`config.mk`:
```
export PLATFORM = sky130hd
export DESIGN_NAME = mcont_chnbuf_wdata_fifo
export DESIGN_NICKNAME = d
export VERILOG_FILES = /design/src/rtl/mcont_chnbuf_wdata_fifo.sv
export SDC_FILE = /design/constraint.sdc
export NUM_CORES = 1
export LEC_CHECK = 0
export ABC_CLOCK_PERIOD_IN_PS = 8350
export CAP_MARGIN = 10
export CORE_UTILIZATION = 40
export CTS_CLUSTER_DIAMETER = 50
export DETAILED_ROUTE_END_ITERATION = 10
export RECOVER_POWER = 50
export SYNTH_ARGS = -nofsm -noshare
export SYNTH_HDL_FRONTEND = slang
export SYNTH_SLANG_ARGS = --single-unit
```
`constraint.sdc`:
```
create_clock -name clk -period 8.35 [get_ports clk]
set_input_delay 2.0875 -clock clk [delete_from_list [all_inputs] [get_ports clk]]
set_output_delay 2.0875 -clock clk [all_outputs]
set_load 0.01 [all_outputs]
```
`src/rtl/mcont_chnbuf_wdata_fifo.sv`:
```
// Write-data staging FIFO for the memory-controller write path.
// Tracks accepted channel-buffer read strobes through a fixed-latency pipe,
// captures the returning read data into a small first-word-fall-through FIFO
// and hands it to the DDR write-data path with a valid/ready handshake.
// A credit output lets the sequencer strobe only when the data is sure to fit.
module mcont_chnbuf_wdata_fifo #(
  parameter int DATA_WIDTH = 64,
  parameter int RD_LATENCY = 3,
  parameter int DEPTH_LOG2 = 3
) (
  input  logic                  clk,
  input  logic                  rst_n,
  input  logic                  ext_buf_rd,
  input  logic                  ext_buf_rrefresh,
  input  logic [DATA_WIDTH-1:0] ext_buf_rdata,
  output logic                  rd_credit,
  output logic [DATA_WIDTH-1:0] wdata,
  output logic                  wdata_valid,
  input  logic                  wdata_ready,
  output logic [DEPTH_LOG2:0]   fifo_level,
  output logic [3:0]            inflight,
  output logic                  overflow,
  input  logic                  overflow_clr
);

  localparam int DEPTH = 1 << DEPTH_LOG2;
  localparam int LVL_W = DEPTH_LOG2 + 1;
  localparam int SUM_W = ((LVL_W > 4) ? LVL_W : 4) + 1;

  localparam logic [DEPTH_LOG2-1:0] PTR_ONE  = 1;
  localparam logic [LVL_W-1:0]      LVL_ONE  = 1;
  localparam logic [LVL_W-1:0]      LVL_FULL = LVL_W'(DEPTH);
  localparam logic [SUM_W-1:0]      SUM_CAP  = SUM_W'(DEPTH);

  logic [RD_LATENCY-1:0] trk_q;
  logic [DEPTH_LOG2-1:0] wptr_q;
  logic [DEPTH_LOG2-1:0] rptr_q;
  logic [DATA_WIDTH-1:0] mem [DEPTH];

  logic             acc;
  logic             push;
  logic             pop;
  logic             full;
  logic             push_ok;
  logic             drop;
  logic [SUM_W-1:0] credit_sum;

  assign acc         = ext_buf_rd && !ext_buf_rrefresh;
  assign push        = trk_q[RD_LATENCY-1];
  assign wdata_valid = (fifo_level != '0);
  assign pop         = wdata_valid && wdata_ready;
  assign full        = (fifo_level == LVL_FULL);
  assign push_ok     = push && (!full || pop);
  assign drop        = push && !push_ok;

  // The head word is gated while empty so stale storage never shows on wdata.
  assign wdata = wdata_valid ? mem[rptr_q] : '0;

  // Credit counts stored words plus words still in the pipe; pops are not anticipated.
  assign credit_sum = SUM_W'(fifo_level) + SUM_W'(inflight);
  assign rd_credit  = (credit_sum < SUM_CAP);

  generate
    if (RD_LATENCY == 1) begin : g_trk_single
      // Single-stage tracker: the accepted strobe pushes on the very next cycle.
      always_ff @(posedge clk or negedge rst_n) begin
        if (!rst_n) trk_q <= '0;
        else        trk_q <= acc;
      end
    end else begin : g_trk_shift
      // Shift accepted strobes along so the last bit marks the data-return cycle.
      always_ff @(posedge clk or negedge rst_n) begin
        if (!rst_n) trk_q <= '0;
        else        trk_q <= {trk_q[RD_LATENCY-2:0], acc};
      end
    end
  endgenerate

  // Running population count of the tracker: one in per accept, one out per push.
  always_ff @(posedge clk or negedge rst_n) begin
    if (!rst_n) inflight <= '0;
    else        inflight <= inflight + {3'b000, acc} - {3'b000, push};
  end

  // Storage array has no reset; it is only read while the level says it holds data.
  always_ff @(posedge clk) begin
    if (push_ok) mem[wptr_q] <= ext_buf_rdata;
  end

  // Pointers and occupancy move together on accepted pushes and pops.
  always_ff @(posedge clk or negedge rst_n) begin
    if (!rst_n) begin
      wptr_q     <= '0;
      rptr_q     <= '0;
      fifo_level <= '0;
    end else begin
      if (push_ok) wptr_q <= wptr_q + PTR_ONE;
      if (pop)     rptr_q <= rptr_q + PTR_ONE;
      case ({push_ok, pop})
        2'b10:   fifo_level <= fifo_level + LVL_ONE;
        2'b01:   fifo_level <= fifo_level - LVL_ONE;
        default: fifo_level <= fifo_level;
      endcase
    end
  end

  // Sticky overflow on a dropped word; a new drop beats a simultaneous clear.
  always_ff @(posedge clk or negedge rst_n) begin
    if (!rst_n)            overflow <= 1'b0;
    else if (drop)         overflow <= 1'b1;
    else if (overflow_clr) overflow <= 1'b0;
  end

endmodule

```
==> summary.md, run 1 <==
| Metric | Value |
|---|---|
| Commonest cells in the netlist | `edfxtp_1, mux4_2, nor2_1` |
| Final setup fails | `0` |
| Synth Register Bits | `530` |
| Final Critical Period | `5.80 ns` |
| Syn Nets | `992` |
| Worst-path clk slew | `roughly 0.060 ns` |
| Setup slack after layout | `2.55 ns` |
| Buf+Inv Stages, Crit Path | `2` |
| Clk Latency, worst-skew pair | `0.60 ns` |
| Synth-to-layout area growth | `19.9%` |
| Power Dens Cells | `343 mW/mm^2` |
| Seq/Total Area, Yosys | `77.4%` |
| Core ar. | `0.0503 sq mm` |
| Ys async rst share | `between 3 and 4%` |
| FP Rows | `82` |
| WL final | `40800 um` |
| Root buffer cell | `clkbuf_16` |
| Worst Clk Skew | `between 0.01 and 0.015 ns` |
| Die area | `0.0520 sq mm` |
| Overall Global Routing Usage | `15.9%` |
| Die H | `between 200 and 250 um` |
| Crit path kind | `reg -> out` |
| Final TNS setup | `0 ns` |
| Worst-path maximum fanout | `38` |
| CTS tree | `yes` |
| Initial Util | `40.6%` |
| Worst path arrival time | `3.71 ns` |
| Clock Sinks | `530` |
| Largest net degree at the start of global routing | `70` |
| Final antenna-violating net count | `0` |
| Die Width | `228 um` |
| Final nets | `1168` |
| DRC violations left | `0` |
| Post-CTS Setup Bufs | `0` |
| Peak supply drop | `0.189 mV` |
| Pre-CTS setup slack | `around 2.9 ns` |
| CTS buffer count | `59` |
| Endpoint type of the worst setup path | `output port` |
| DRT iter0 DRCs | `591` |
| Worst-Margin Slew | `1.21 ns` |
| WL/cell | `22.6 um` |
| Via count | `9299` |
| Syn avg cell area | `22.5 sq um` |
| Share of cells above drive strength 1 | `21.3%` |
| DRT Pass-1 Iters | `5` |
| Unrepaired setup endpoints after global routing | `no` |
| GP Congestion | `between 0.6 and 0.7` |
| Post-Syn Instances | `909` |
| # port buffers | `144` |
| Post-cts gate resize count | `0` |
| Hold Crit Class | `reg -> reg` |
| Clock Path Buffers | `3` |
| Global route total overflow | `0` |
| P_leak | `8.03 nW` |
| Synth warn | `0` |
| Worst-path cell chain | `buf_4, mux4_2, mux2i_1, nor2_1, clkdlybuf4s50_1` |
| Cell Area, Synth | `approximately 0.020 sq mm` |
| Max Freq | `0.173 GHz` |
| Initial antenna violation count | `9` |
| Ranking of synthesized cells by area | `edfxtp_1, mux4_2, mux2i_1` |
| Final period util | `69.4%` |
| Post-synth cell types | `33` |
| Top-count cell post-synth | `edfxtp_1` |
| Area leader, netlist | `edfxtp_1` |
| Final Max Tran Viols | `0` |
| CP peak stage delay | `0.90 ns` |
| I/O Pins | `145` |
| Post-DP HPWL | `approximately 22000 um` |
| Final Hold Violating Endpoints | `0` |
| Vias in the first global route | `9920` |
| DR vias/cell | `~5.1` |
| Filler cells | `roughly 4100` |
| Run status | `finished, final reports clean` |
| Slowest CP cell | `dfrtp_4` |
| # hold bufs at CTS | `0` |
| Synth Flop Type | `edfxtp_1` |
| H-tree levels | `2` |
| Max-Cap Viols | `0` |
| First-pass GRT wire length | `approximately 62000 um` |
| Startpoint Class | `flip-flop` |
| Delay-heaviest family, CP | `buffers and inverters` |
| EDFF count, synth | `512` |
| Slew margin rel. | `between 10% and 20%` |
| Worst path required time | `roughly 6.3 ns` |
| Post-synth top area share | `75.2%` |
-- report_power, final --
part           switching [mW]  internal [mW]
registers               0.256           3.16
clock network            1.01           1.40
logic                    1.17           1.40
total                    2.44           5.96
-- path summary, 6_finish.rpt --
path                       cells after the start           from   endpoint  slack [ns]
max reg2reg                                    5  fifo_level[3]  mem[2][8]        4.52
max in group asynchronous                      1          rst_n  rptr_q[0]        5.63
min                                            0       trk_q[0]   trk_q[1]        0.35
max                                            5      rptr_q[0]   wdata[7]        2.55
min reg2reg                                    0       trk_q[0]   trk_q[1]        0.35
min in group asynchronous                      1          rst_n  wptr_q[0]        2.06
-- layout make-up --
type / instances / area [sq um] / area share, %
Sequential cell: 530 / 15800 / 64.7
Multi-Input combinational cell: 326 / 4370 / 17.8
Timing Repair Buffer: 159 / 1590 / 6.48
Clock buffer: 73 / 1570 / 6.42
Tap cell: 672 / 841 / 3.43
Clock inverter: 34 / 245 / 1.00
Inverter: 9 / 33.8 / 0.138
Antenna cell: 3 / 7.51 / 0.0306
-- routing by layer --
layer | GRT usage, % | vias up | wire length, um
li1 | - | 4119 | -
met1 | 20.9 | 4926 | 17600
met2 | 27.2 | 180 | 20600
met3 | 2.94 | 68 | 1780
met4 | 4.70 | 6 | 827
met5 | 0 | - | 35
-- placed cells by master, fill, tap and decap left out, types with 2 or more instances in the layout --
master / synthesis / layout
clkinv_2: 0 / 11
nand2b_1: 5 / 5
dfrtp_1: 18 / 15
xnor2_1: 7 / 7
mux4_2: 128 / 128
inv_6: 0 / 2
clkbuf_16: 0 / 61
a21oi_1: 2 / 2
dlygate4sd3_1: 0 / 76
xor2_1: 3 / 3
edfxtp_1: 512 / 512
ha_1: 11 / 11
clkinv_1: 0 / 13
clkbuf_1: 4 / 13
inv_8: 0 / 5
diode_2: 0 / 3
nor2_1: 72 / 66
buf_4: 11 / 11
dfrtp_4: 0 / 3
inv_1: 9 / 9
nor2_4: 0 / 6
nand2_1: 5 / 5
clkdlybuf4s50_1: 0 / 68
buf_12: 0 / 3
mux2i_1: 67 / 67
or2_2: 2 / 2
mux2_2: 3 / 3
nand3_1: 3 / 3
fa_1: 2 / 2
bufinv_16: 0 / 2
nor3_1: 4 / 3
-- per-stage QoR --
stage	std cells	hold slack, ns	area (sq um)	total power, mW	utilization, %
2_1_floorplan	909	0.331	20400	5.01	-
3_3_place_gp	1696	0.333	22700	6.13	45.1
3_5_place_dp	1696	0.346	22700	6.15	45.1
4_1_cts	1803	0.359	24500	8.58	48.8
5_1_grt	1803	0.367	24500	8.83	48.7
6_report	1806	0.353	24500	8.41	48.7
-- flip-flops by register name (all words and copies together) (netlist names) --
signal,flops
rptr_q,3
overflow,1
trk_q,3
mem,512
inflight,4
fifo_level,4
wptr_q,3
-- cells by family (layout without fill, tap and decap cells) --
group / after synthesis / count (layout) / share of synthesized area [%]
buf+inv: 53 / 275 / 1.38
mux: 198 / 198 / 17.6
compound gates: 10 / 10 / 0.367
fa+ha+maj: 13 / 13 / 0.869
simple gates: 95 / 95 / 1.95
flops: 530 / 530 / 77.4
other cells: 0 / 3 / 0
xor+xnor: 10 / 10 / 0.429
Power figures use the tool's default switching activity.
==> inputs of run 2 (changes only) <==
Settings changed: ABC_CLOCK_PERIOD_IN_PS 8350 to 5800.
Clock period 8.35 ns to 5.8 ns, I/O delays scaled along.
==> run 2 against run 1 <==
Net effect: the flow now finishes with violations (max-capacitance violations, max-slew violations); largest power group unchanged; worst hold slack about the same; critical path type unchanged; critical path depth unchanged; highest routed layer unchanged; non-clock buffer count up 5; clock-buffer cell count down 9; global-route usage up 0.46 points; utilization up 0.19 points; combinational power up 47%.
==> summary.md, run 2 (synthesis results as in run 1) <==
| Metric | Value |
|---|---|
| Run status | `complete, but fails checks` |
| Failing checks | `max-capacitance violations, max-slew violations` |
| DRT Pass-1 Iters | `4 (-1)` |
| Min-Delay Endpoint | `trk_q[2]` |
| Max Freq | `0.208 GHz` |
| Largest reg by FF count | `mem` |
| Unrepaired setup endpoints after global routing | `no` |
| Final Critical Period | `4.81 ns` |
| Initial Util | `40.6% (unchanged)` |
| Post-DP HPWL | `22700 um (+3.3%)` |
| Die H | `228 um (unchanged)` |
| Final setup fails | `0 (unchanged)` |
| Hold wc startpoint | `trk_q[1]` |
| Placed Area | `0.0228 sq mm (+0.55%)` |
| CTS buffer count | `56 (-5.1%)` |
| CTS tree | `yes` |
| Final period util | `83.0%` |
| Worst path arrival time | `3.36 ns (-0.35 ns)` |
| Largest net degree at the start of global routing | `65 (-7.1%)` |
| Grt met2 use | `26.2% (-0.96 points)` |
| Final Hold Violating Endpoints | `0 (unchanged)` |
| Clock Sinks | `530 (unchanged)` |
| Max-Cap Viols | `1 (+1)` |
| Top flop regs | `mem (512), fifo_level (4), inflight (4)` |
| P_sw | `3.52 mW (+44%)` |
| Final nets | `1170 (+0.17%)` |
| Final TNS setup | `0 ns (unchanged)` |
| CP peak stage delay | `0.78 ns (-0.12 ns)` |
| H-tree levels | `2 (unchanged)` |
| Grt peak-use layer | `met2` |
| Crit path kind | `reg -> out` |
| Final antenna-violating net count | `0 (unchanged)` |
| Worst-path cell chain | `or3_1, nor2_4, buf_4, inv_1, clkdlybuf4s50_1` |
| Die area | `0.0520 sq mm (unchanged)` |
| FF-to-FF End | `fifo_level[3]` |
| Share of cells above drive strength 1 | `21.8% (+0.52 points)` |
| WL/cell | `23.0 um (+1.9%)` |
| WL final | `41400 um (+1.6%)` |
| # hold bufs at CTS | `0 (unchanged)` |
| Post-CTS Setup Bufs | `0 (unchanged)` |
| Cells on worst reg2reg path | `11 (+6)` |
| Vias in the first global route | `9927 (+0.071%)` |
| Power Dens Cells | `495 mW/mm^2 (+44%)` |
| Comb pwr share | `31.2% (+0.5 points)` |
| Worst R2R Setup Slack | `1.76 ns (-2.76 ns)` |
| Overall Global Routing Usage | `16.4% (+0.46 points)` |
| Commonest non-fill, non-tap cell in the layout | `edfxtp_1` |
| Design Area, Final | `0.0246 sq mm (+0.38%)` |
| Worst-path maximum fanout | `28 (-26%)` |
| Slowest CP cell | `nor2_4` |
| DRT iter0 DRCs | `675 (+14%)` |
| Pre-CTS setup slack | `1.37 ns (-1.50 ns)` |
| Peak supply drop | `0.250 mV (+33%)` |
| Core ar. | `0.0503 sq mm (unchanged)` |
| Initial antenna violation count | `9 (unchanged)` |
| DRC violations left | `0 (unchanged)` |
| DR vias/cell | `5.18 (+0.65%)` |
| Met3 global-route usage | `3.81% (+0.88 points)` |
| Worst path required time | `4.35 ns (-1.91 ns)` |
| Clock Path Buffers | `3 (unchanged)` |
| Worst-path clk slew | `0.06 ns (about the same)` |
| GP Congestion | `0.721 (+4.3%)` |
| Met1 usage | `22.9% (+2.0 points)` |
| # port buffers | `144 (unchanged)` |
| Slew margin rel. | `-34.3% (-54 points)` |
| Switching Share | `28.9% (-0.18 points)` |
| Synth-to-layout area growth | `20.3%` |
| First-pass GRT wire length | `63900 um (+3.1%)` |
| Reg power frac | `40.1% (-0.5 points)` |
| Endpoint type of the worst setup path | `output port` |
| Worst-Margin Slew | `2.01 ns (+0.807 ns)` |
| Global route total overflow | `0 (unchanged)` |
| FP Rows | `82 (unchanged)` |
| Hold Crit Class | `reg -> reg` |
| I/O Pins | `145 (unchanged)` |
| R2R Path Start | `fifo_level[2]` |
| Setup slack after layout | `0.988 ns (-1.57 ns)` |
| Root buffer cell | `clkbuf_16` |
| Via count | `9328 (+0.31%)` |
| Worst Clk Skew | `0.0192 ns (+0.00637 ns)` |
| Most frequent cells in the layout | `edfxtp_1, mux4_2, dlygate4sd3_1` |
| Cell Int Power | `8.66 mW (+45%)` |
| Max reg flops | `512 (unchanged)` |
| Final Max Tran Viols | `65 (+65)` |
| P_leak | `8.05 nW (+0.30%)` |
| Clk Latency, worst-skew pair | `0.60 ns (about the same)` |
| Clk pwr share | `28.7% (about the same)` |
| Post-cts gate resize count | `0 (unchanged)` |
| Die Width | `228 um (unchanged)` |
| Startpoint Class | `flip-flop` |
| Hold Path Depth | `0 (unchanged)` |
run 2: power groups by stage:
stage          logic [mW]  clock network, mW  registers, mW
3_3_place_gp         3.91                  0           4.97
6_report             3.80               3.49           4.89
2_1_floorplan        2.46                  0           4.75
4_1_cts              3.93               3.58           4.91
5_1_grt              4.11               3.72           4.94
3_5_place_dp         3.91                  0           4.99
run 2: critical path, delay by kind of cell, from the launching register on:
kind | cells | cell delay (ns)
buf+inv | 3 | 1.05
flops | 1 | 0.44
simple gates | 2 | 1.29
run 2: cell type report:
class / count / area (sq um)
antenna: 1 / 2.50
clock buffer: 64 / 1450
clock inverter: 34 / 357
fill: 4096 / 25700
inverter: 9 / 33.8
multi-input combinational: 326 / 4380
sequential: 530 / 15800
tap: 672 / 841
timing repair buffer: 164 / 1690
run 2: stage by stage:
step           instances  util (%)  power [mW]  hold slack, ns
2_1_floorplan        909         -        7.20           0.331
3_3_place_gp        1701      45.4        8.88           0.336
3_5_place_dp        1701      45.4        8.90           0.339
4_1_cts             1799      49.0        12.4           0.358
5_1_grt             1799      48.9        12.8           0.367
6_report            1800      48.9        12.2           0.353
run 2: worst max path at each step:
stage | from | endpoint | slack, ns | depth (start not counted)
final | fifo_level[2] | wdata_valid | 0.99 | 5
after global routing | rptr_q[0] | wdata[7] | 0.73 | 5
after CTS | rptr_q[0] | wdata[55] | 0.90 | 5
after detailed placement | wdata_ready | mem[3][24] | 1.37 | 6
after global placement | wdata_ready | mem[3][24] | 1.47 | 6
after floorplan | wdata_ready | mem[7][0] | 0.44 | 5
run 2: layer usage:
metal  vias up  part of all wire (%)
met4        10                   1.8
met5         -                  0.18
met2       202                    49
li1       4119                     -
met3        73                   5.5
met1      4924                    44
